$ cat config.mk
export PLATFORM = sky130hd
export DESIGN_NAME = fir_coeff_loader
export DESIGN_NICKNAME = d
export VERILOG_FILES = /design/src/rtl/fir_coeff_loader.sv
export SDC_FILE = /design/constraint.sdc
export NUM_CORES = 2
export LEC_CHECK = 0
export CAP_MARGIN = 25
export CORE_UTILIZATION = 30
export CTS_BUF_LIST = sky130_fd_sc_hd__clkbuf_8
export DETAILED_ROUTE_END_ITERATION = 7
export GPL_ROUTABILITY_DRIVEN = 0
export HOLD_SLACK_MARGIN = 0.08
export PLACE_DENSITY = 0.52
export SLEW_MARGIN = 10
export SYNTH_ARGS = -nofsm -noshare
export SYNTH_HDL_FRONTEND = slang
export SYNTH_MEMORY_MAX_BITS = 65536
export SYNTH_SLANG_ARGS = --single-unit
$ cat constraint.sdc
create_clock -name clk -period 4.5 [get_ports clk]
set_input_delay 0.675 -clock clk [delete_from_list [all_inputs] [get_ports clk]]
set_output_delay 0.675 -clock clk [all_outputs]
set_load 0.02 [all_outputs]
$ cat src/rtl/fir_coeff_loader.sv
// Double-buffered FIR coefficient store: streams a coefficient set into the shadow bank and
// swaps it in only at a filter sample boundary, so a filter pass never mixes two sets.
module fir_coeff_loader #(
    parameter int unsigned COEFF_W  = 24,
    parameter int unsigned NUM_TAPS = 100,
    parameter int unsigned ADDR_W   = 7
) (
    input  logic               clk,
    input  logic               reset,
    input  logic               cfg_start,
    input  logic               cfg_valid,
    input  logic [COEFF_W-1:0] cfg_data,
    input  logic               cfg_last,
    output logic               cfg_ready,
    input  logic [ADDR_W-1:0]  rd_addr,
    output logic [COEFF_W-1:0] rd_data,
    input  logic               swap_ok,
    output logic               active_bank,
    output logic               busy,
    output logic               load_done,
    output logic               load_error
);

    typedef enum logic [1:0] {
        StIdle,
        StLoad,
        StWaitSwap
    } state_e;

    localparam logic [ADDR_W-1:0] LastTap = ADDR_W'(NUM_TAPS - 1);

    state_e             state_q, state_d;
    logic [ADDR_W-1:0]  wr_cnt_q, wr_cnt_d;
    logic               active_q, active_d;
    logic               ready_q;
    logic               done_q, done_d;
    logic               error_q, error_d;
    logic [COEFF_W-1:0] rd_data_q;
    logic [COEFF_W-1:0] mem [2][NUM_TAPS];
    logic               accept;

    assign accept = cfg_valid && ready_q;

    always_comb begin
        state_d  = state_q;
        wr_cnt_d = wr_cnt_q;
        active_d = active_q;
        done_d   = 1'b0;
        error_d  = error_q;
        unique case (state_q)
            StIdle: begin
                if (cfg_start) begin
                    state_d  = StLoad;
                    wr_cnt_d = '0;
                    error_d  = 1'b0;
                end
            end
            StLoad: begin
                if (accept) begin
                    if (wr_cnt_q == LastTap) begin
                        // Counter wraps instead of overrunning the tap range.
                        wr_cnt_d = '0;
                        if (cfg_last) begin
                            state_d = StWaitSwap;
                        end else begin
                            error_d = 1'b1;
                            state_d = StIdle;
                        end
                    end else begin
                        wr_cnt_d = wr_cnt_q + 1'b1;
                        if (cfg_last) begin
                            error_d = 1'b1;
                            state_d = StIdle;
                        end
                    end
                end
            end
            StWaitSwap: begin
                if (swap_ok) begin
                    active_d = ~active_q;
                    done_d   = 1'b1;
                    state_d  = StIdle;
                end
            end
            default: state_d = StIdle;
        endcase
    end

    always_ff @(posedge clk) begin
        if (!reset) begin
            state_q  <= StIdle;
            wr_cnt_q <= '0;
            active_q <= 1'b0;
            ready_q  <= 1'b0;
            done_q   <= 1'b0;
            error_q  <= 1'b0;
        end else begin
            state_q  <= state_d;
            wr_cnt_q <= wr_cnt_d;
            active_q <= active_d;
            ready_q  <= (state_d == StLoad);
            done_q   <= done_d;
            error_q  <= error_d;
        end
    end

    // Bank RAM is deliberately left out of reset; writes always target the shadow bank.
    always_ff @(posedge clk) begin
        if (reset && accept) begin
            mem[~active_q][wr_cnt_q] <= cfg_data;
        end
    end

    always_ff @(posedge clk) begin
        if (!reset) begin
            rd_data_q <= '0;
        end else if (rd_addr <= LastTap) begin
            rd_data_q <= mem[active_q][rd_addr];
        end else begin
            rd_data_q <= '0;
        end
    end

    assign cfg_ready   = ready_q;
    assign rd_data     = rd_data_q;
    assign active_bank = active_q;
    assign busy        = (state_q != StIdle);
    assign load_done   = done_q;
    assign load_error  = error_q;

endmodule

Word-level counts from Yosys, hierarchy flattened
Memories as Yosys holds them, arrays and structs flattened. A register that Yosys moved wholly into a read port is not among the register bits. Cells that the tools add are included.

Eq/ne operators: 8. Mux-type cells: 27. Bitwise logic cells: 3. Reductions and logical operators: 11. $lt $le $gt $ge: 4. Add/subtract/negate cells: 1.

Operators by type and width (count): 2-to-1 mux 2400 bit (1); binary-select mux 24 bit (select 7 bit) (1); demux 24 bit (select 7 bit) (1); 2-to-1 mux 24 bit (3); 2-to-1 mux 7 bit (3); >= comparator 8 bit (second input constant) (2); inverter 7 -> 8 bit (2); one-hot mux 7 bit (2 select lines) (1); 2-to-1 mux 2 bit (6); 2-to-1 mux 1 bit (9); less-than comparator 8 x 1 -> 1 bit (second input constant) (1); adder 7 x 1 -> 7 bit (second input constant) (1); equality test 7 bit (second input constant) (1); less-or-equal comparator 7 bit (second input constant) (1); inequality test 3 bit (second input constant) (2); one-hot mux 2 bit (3 select lines) (1); AND reduction 2 bit (3); AND reduction 5 bit (1); equality test 2 x 1 -> 1 bit (second input constant) (2); inequality test 2 bit (second input constant) (2); nonzero test 2 bit (2); logical AND 1 bit (3); AND reduction 3 bit (1); equality test 2 bit (second input constant) (1); other kinds (3) (3).

Output and inout bits: 29. Flip-flop bits (word level): 37. Input port bits: 37. Bits in writable memories: 4800. Memories kept: 1. Logic and storage cells: 62.

Memory list: mem (depth 2, width 2400, read ports 1, clocked after memory_dff 1, wr ports 1, RTL line 39) `logic [COEFF_W-1:0] mem [2][NUM_TAPS];`.

Logic depth before layout (Yosys ltp)
Depth after elaboration: 6. Depth in mapped cells: 13. Gate-level depth less buffers: 7.

Least setup slack after synthesis
OpenSTA, ideal clock, no wires.

Path kind: input -> register. Start point: input reset. End point: memory mem[0][1104] (netlist name), enable pin. Setup slack: 1450 ps. Stages on the path: 5. Data required time: 4095 ps. Data arrival time: 2645 ps. Library setup time: 405 ps. Cells stage by stage: nand3_1 > nor3b_1 > nand3b_1 > clkbuf_1 > nor2_1.

Longest elaborated chain between the ends: 3.

Ends and longest elaborated chain: start, declared (RTL line 9) `input logic reset,`; logical AND 1 bit (RTL line 109) `if (reset && accept) begin`; 2-to-1 mux 1 bit (RTL line 109); 2-to-1 mux 2400 bit (not written as such) (RTL line 110) `mem[~active_q][wr_cnt_q] <= cfg_data;`; end, declared (RTL line 39).

Every way passes these cells.

==> qor.json <==
{
  "status": {"value": "finished, violations left"},
  "violations": {"value": "antenna violations"},
  "startpoint_type": {"value": "flip-flop"},
  "crit_buf_inv": {"value": 3},
  "numClockSinks": {"value": 4838},
  "synthesis.instances": {"value": 8917},
  "synth_xor_xnor_area_share": {"value": 0.0002797},
  "max_freq": {"value": 0.2269, "unit": "GHz"},
  "grt_overflow": {"value": 0},
  "swShare": {"value": 0.2366},
  "critical_path_peak_fanout": {"value": 61},
  "timing.final.crit_share": {"value": 0.9793},
  "dp_hpwl": {"value": 377.9, "unit": "mm"},
  "synth_top_family_by_area": {"value": "multiplexers"},
  "cp_data_required_time": {"value": 5.69, "unit": "ns"},
  "wire_length_of_the_first_global_routing_pass": {"value": 847.6, "unit": "mm"},
  "synthDominantAreaCellType": {"value": "sky130_fd_sc_hd__edfxtp_1"},
  "gr-usage-met3": {"value": 0.04328},
  "fp.dieArea": {"value": 629400, "unit": "µm²"},
  "rsz_0062_raised_after_global_routing": {"value": "false"},
  "cts.reportedPaths.clkPinSlew": {"value": 0.06, "unit": "ns"},
  "route.vias.total": {"value": 100702},
  "syn_avg_cell_area": {"value": 21.07, "unit": "µm²"},
  "maximum_cell_stage_delay_along_the_critical_path": {"value": 0.81, "unit": "ns"},
  "cts_max_path_buffers": {"value": 4},
  "drt_pass1_iterations": {"value": 6},
  "design.core.area": {"value": 623700, "unit": "µm²"},
  "pin_count_of_the_biggest_net_entering_global_routing": {"value": 143},
  "drcViolationCount": {"value": 0},
  "final_net_count": {"value": 10036},
  "power-per-cell-area": {"value": 403.7, "unit": "nW/µm²"},
  "arrival": {"value": 5.60, "unit": "ns"},
  "yosys.area_share.adder": {"value": 0.00006660},
  "clock_power_share": {"value": 0.394},
  "route.antenna.remaining_nets": {"value": 1},
  "synthMuxAreaShare": {"value": 0.1516},
  "timing_worst_setup_path_type": {"value": "reg -> reg"},
  "finalWorstPathRequiredPeriod": {"value": 4.407, "unit": "ns"},
  "global_route.peak_usage_layer": {"value": "met2"},
  "post_drt_via_cell_ratio": {"value": 5.310},
  "setup_viol": {"value": 0},
  "fp-row-count": {"value": 290},
  "synth_edf_count": {"value": 4800},
  "max-slew-margin-rel": {"value": 0.1703},
  "hp-start": {"value": "cfg_data[15]"},
  "global_route.usage.total": {"value": 0.1935},
  "route.final.wire_length": {"value": 626.1, "unit": "mm"},
  "max_cap_viol_count": {"value": 0},
  "syn_nets": {"value": 8955},
  "skew": {"value": 0.07071, "unit": "ns"},
  "finalSetupTns": {"value": 0, "unit": "ns"},
  "yosys_register_bits": {"value": 4838},
  "p_switching": {"value": 20.99, "unit": "mW"},
  "yosys_top_cell_area_share": {"value": 0.7672},
  "boundaryPins": {"value": 66},
  "cpLargestDelayFamily": {"value": "compound AO/OA/AOI/OAI gates"},
  "drt-initial-drc-count": {"value": 15037},
  "cts-htree-levels": {"value": 6},
  "netlist_top_cells_area": {"value": "sky130_fd_sc_hd__edfxtp_1, sky130_fd_sc_hd__mux4_2, sky130_fd_sc_hd__mux2i_1, sky130_fd_sc_hd__mux4_1, sky130_fd_sc_hd__nor2_1"},
  "cts_inserted_buffers": {"value": 769},
  "timing_hold_violations_final": {"value": 0},
  "tritoncts": {"value": "done"},
  "initial_antenna_violation_count": {"value": 74},
  "worst_pin_slew": {"value": 1.245, "unit": "ns"},
  "syn_to_final_growth": {"value": 17.00, "unit": "%"},
  "crit_path_top_delay_cell": {"value": "sky130_fd_sc_hd__dfxtp_4"},
  "synth.most_common_cell": {"value": "sky130_fd_sc_hd__edfxtp_1"},
  "async_reset_ff_frac": {"value": 0},
  "drive_gt1_frac": {"value": 0.2724},
  "synthTopCellsByCount": {"value": "sky130_fd_sc_hd__edfxtp_1, sky130_fd_sc_hd__mux4_2, sky130_fd_sc_hd__mux2i_1"},
  "worstHoldPathType": {"value": "in -> reg"},
  "die_x": {"value": 793.4, "unit": "µm"},
  "synth.yosys.seq_area_share": {"value": 0.7712},
  "avgRoutedWirePerCell": {"value": 33.02, "unit": "µm"},
  "distinct_cell_type_count_after_synthesis": {"value": 84},
  "leakagePower": {"value": 67.12, "unit": "nW"},
  "final-max-slew-violation-count": {"value": 0},
  "prevailing_post_synth_register_cell": {"value": "sky130_fd_sc_hd__edfxtp_1"},
  "port_buffers": {"value": 65},
  "combinational_cell_fraction_of_total_power": {"value": 0.046},
  "synth_area": {"value": 187900, "unit": "µm²"},
  "power_frac_seq": {"value": 0.560},
  "die-height": {"value": 793.4, "unit": "µm"},
  "post_synthesis_compound_gate_area_fraction": {"value": 0.03790},
  "clkLatencyLatePin": {"value": 1.32, "unit": "ns"},
  "groute.layer.met1.usage": {"value": 0.2635},
  "floorplan.initialDensity": {"value": 0.3012},
  "final_core_util": {"value": 0.3524},
  "p_int": {"value": 67.74, "unit": "mW"},
  "cell_chain_critical_path": {"value": "buf_12 > mux4_1 > mux2i_1 > o22ai_1 > o21ai_2 > buf_4 > nor4b_1 > a21oi_1 > buf_4 > o221a_2"},
  "global_route.usage.met2": {"value": 0.3049},
  "synth_simple_gate_area_frac": {"value": 0.01823},
  "endpoint_type_of_the_worst_setup_path": {"value": "flip-flop"},
  "ys_warn_count": {"value": 0},
  "ir_drop": {"value": 338.6, "unit": "µV"},
  "critical_path.most_common_cell": {"value": "sky130_fd_sc_hd__buf_4"},
  "root_buffer": {"value": "sky130_fd_sc_hd__clkbuf_8"},
  "grt_pass1_vias": {"value": 100534}
}
==> worst paths after layout <==
| kind | slack, ns | cells after the start | endpoint |
|---|---|---|---|
| hold / removal | 0.18 | 1 | mem[0][2055] |
| hold reg to reg | 0.54 | 2 | load_error |
| setup / recovery | 0.09 | 10 | rd_data[21] |
| setup reg to reg | 0.09 | 10 | rd_data[21] |
==> state kept, by name, indices dropped and copies added (netlist names), named ones only <==
register,cells
load_done,1
active_bank,1
wr_cnt_q,7
rd_data,24
load_error,1
mem,4800
cfg_ready,1
state_q,2
==> cells by family after synthesis <==
group	count (synthesis)
xor+xnor	6
buf+inv	553
fa+ha+maj	1
flops	4838
compound gates	1013
mux	1722
simple gates	784
==> cell type report <==
| cell class | instances | area [µm²] |
|---|---|---|
| multi-input combinational | 3526 | 40190 |
| timing repair buffer | 852 | 10220 |
| fill | 57575 | 403900 |
| clock inverter | 584 | 3018 |
| clock buffer | 795 | 10940 |
| antenna | 35 | 87.58 |
| sequential | 4838 | 144900 |
| inverter | 11 | 61.31 |
| tap | 8322 | 10410 |
==> power groups by stage <==
stage	logic, mW	registers (mW)	clock network, mW
after floorplan	1.25	50.5	0
after global placement	3.91	50.6	0
after detailed placement	3.98	50.6	0
after CTS	4.02	49.7	35.6
after global routing	4.13	49.6	37.4
final	4.07	49.7	35.0
==> worst register-to-register path: stages, from the launching register on <==
cell and delay [ns]:
sky130_fd_sc_hd__dfxtp_4 0.81, sky130_fd_sc_hd__buf_12 0.46, sky130_fd_sc_hd__mux4_1 0.77, sky130_fd_sc_hd__mux2i_1 0.31, sky130_fd_sc_hd__o22ai_1 0.21, sky130_fd_sc_hd__o21ai_2 0.48
sky130_fd_sc_hd__buf_4 0.24, sky130_fd_sc_hd__nor4b_1 0.53, sky130_fd_sc_hd__a21oi_1 0.09, sky130_fd_sc_hd__buf_4 0.18, sky130_fd_sc_hd__o221a_2 0.24
==> what timing repair did <==
| item | CTS | global route |
|---|---|---|
| setup endpoints to repair | 3 | 0 |
| resized for setup | 3 | 0 |
| hold buffers | 25 | 1 |
| hold endpoints to repair | 1147 | 32 |
| setup buffers | 0 | 0 |
==> layer usage <==
metal  vias to the layer above  routed length [µm]
met5                         -                 171
met4                        26               25030
met3                      1048               62080
met2                      5548              288700
met1                     54255              250100
li1                      39825                   -
==> stage by stage <==
| stage | power [mW] | setup slack [ns] | cells | hold slack [ns] | cell area [µm²] |
|---|---|---|---|---|---|
| after detailed placement | 54.59 | -0.2602 | 17520 | 0.5325 | 205400 |
| final | 88.74 | 0.09301 | 18963 | 0.1767 | 219800 |
| after floorplan | 51.80 | 1.450 | 8917 | 0.5338 | 187900 |
| after global placement | 54.51 | -0.7041 | 17510 | 0.5108 | 205400 |
| after global routing | 91.21 | 0.001557 | 18929 | 0.1485 | 219700 |
| after CTS | 89.25 | 0.05249 | 18924 | 0.08382 | 219700 |
==> placed cells by master, fill, tap and decap left out, types with 15 or more instances in the layout <==
cell                              instances
sky130_fd_sc_hd__dlygate4sd3_1           26
sky130_fd_sc_hd__o31ai_1                 34
sky130_fd_sc_hd__buf_4                  472
sky130_fd_sc_hd__o221ai_1                78
sky130_fd_sc_hd__a221o_1                 39
sky130_fd_sc_hd__inv_1                  276
sky130_fd_sc_hd__nor2_1                 112
sky130_fd_sc_hd__nor2b_1                 21
sky130_fd_sc_hd__a221oi_1                96
sky130_fd_sc_hd__nand3_1                 92
sky130_fd_sc_hd__o2111ai_1               15
sky130_fd_sc_hd__nand2_1                195
sky130_fd_sc_hd__mux2_2                  78
sky130_fd_sc_hd__clkinvlp_4              15
sky130_fd_sc_hd__edfxtp_1              4800
sky130_fd_sc_hd__o22ai_1                110
sky130_fd_sc_hd__mux4_2                 815
sky130_fd_sc_hd__nor2_4                  83
sky130_fd_sc_hd__a22oi_1                 91
sky130_fd_sc_hd__clkinv_2                77
sky130_fd_sc_hd__o21ai_0                152
sky130_fd_sc_hd__buf_12                 281
sky130_fd_sc_hd__o211ai_1                29
sky130_fd_sc_hd__nand2b_1                16
sky130_fd_sc_hd__a31oi_1                 32
sky130_fd_sc_hd__nor3_1                  55
sky130_fd_sc_hd__nor2_2                 123
sky130_fd_sc_hd__clkbuf_8               807
sky130_fd_sc_hd__a21oi_1                187
sky130_fd_sc_hd__dfxtp_1                 37
sky130_fd_sc_hd__mux2i_1                770
sky130_fd_sc_hd__diode_2                 35
sky130_fd_sc_hd__clkdlybuf4s50_1         34
sky130_fd_sc_hd__clkinv_1               173
sky130_fd_sc_hd__a211oi_1                32
sky130_fd_sc_hd__mux4_1                  59
(Power assumes the default switching activity.)
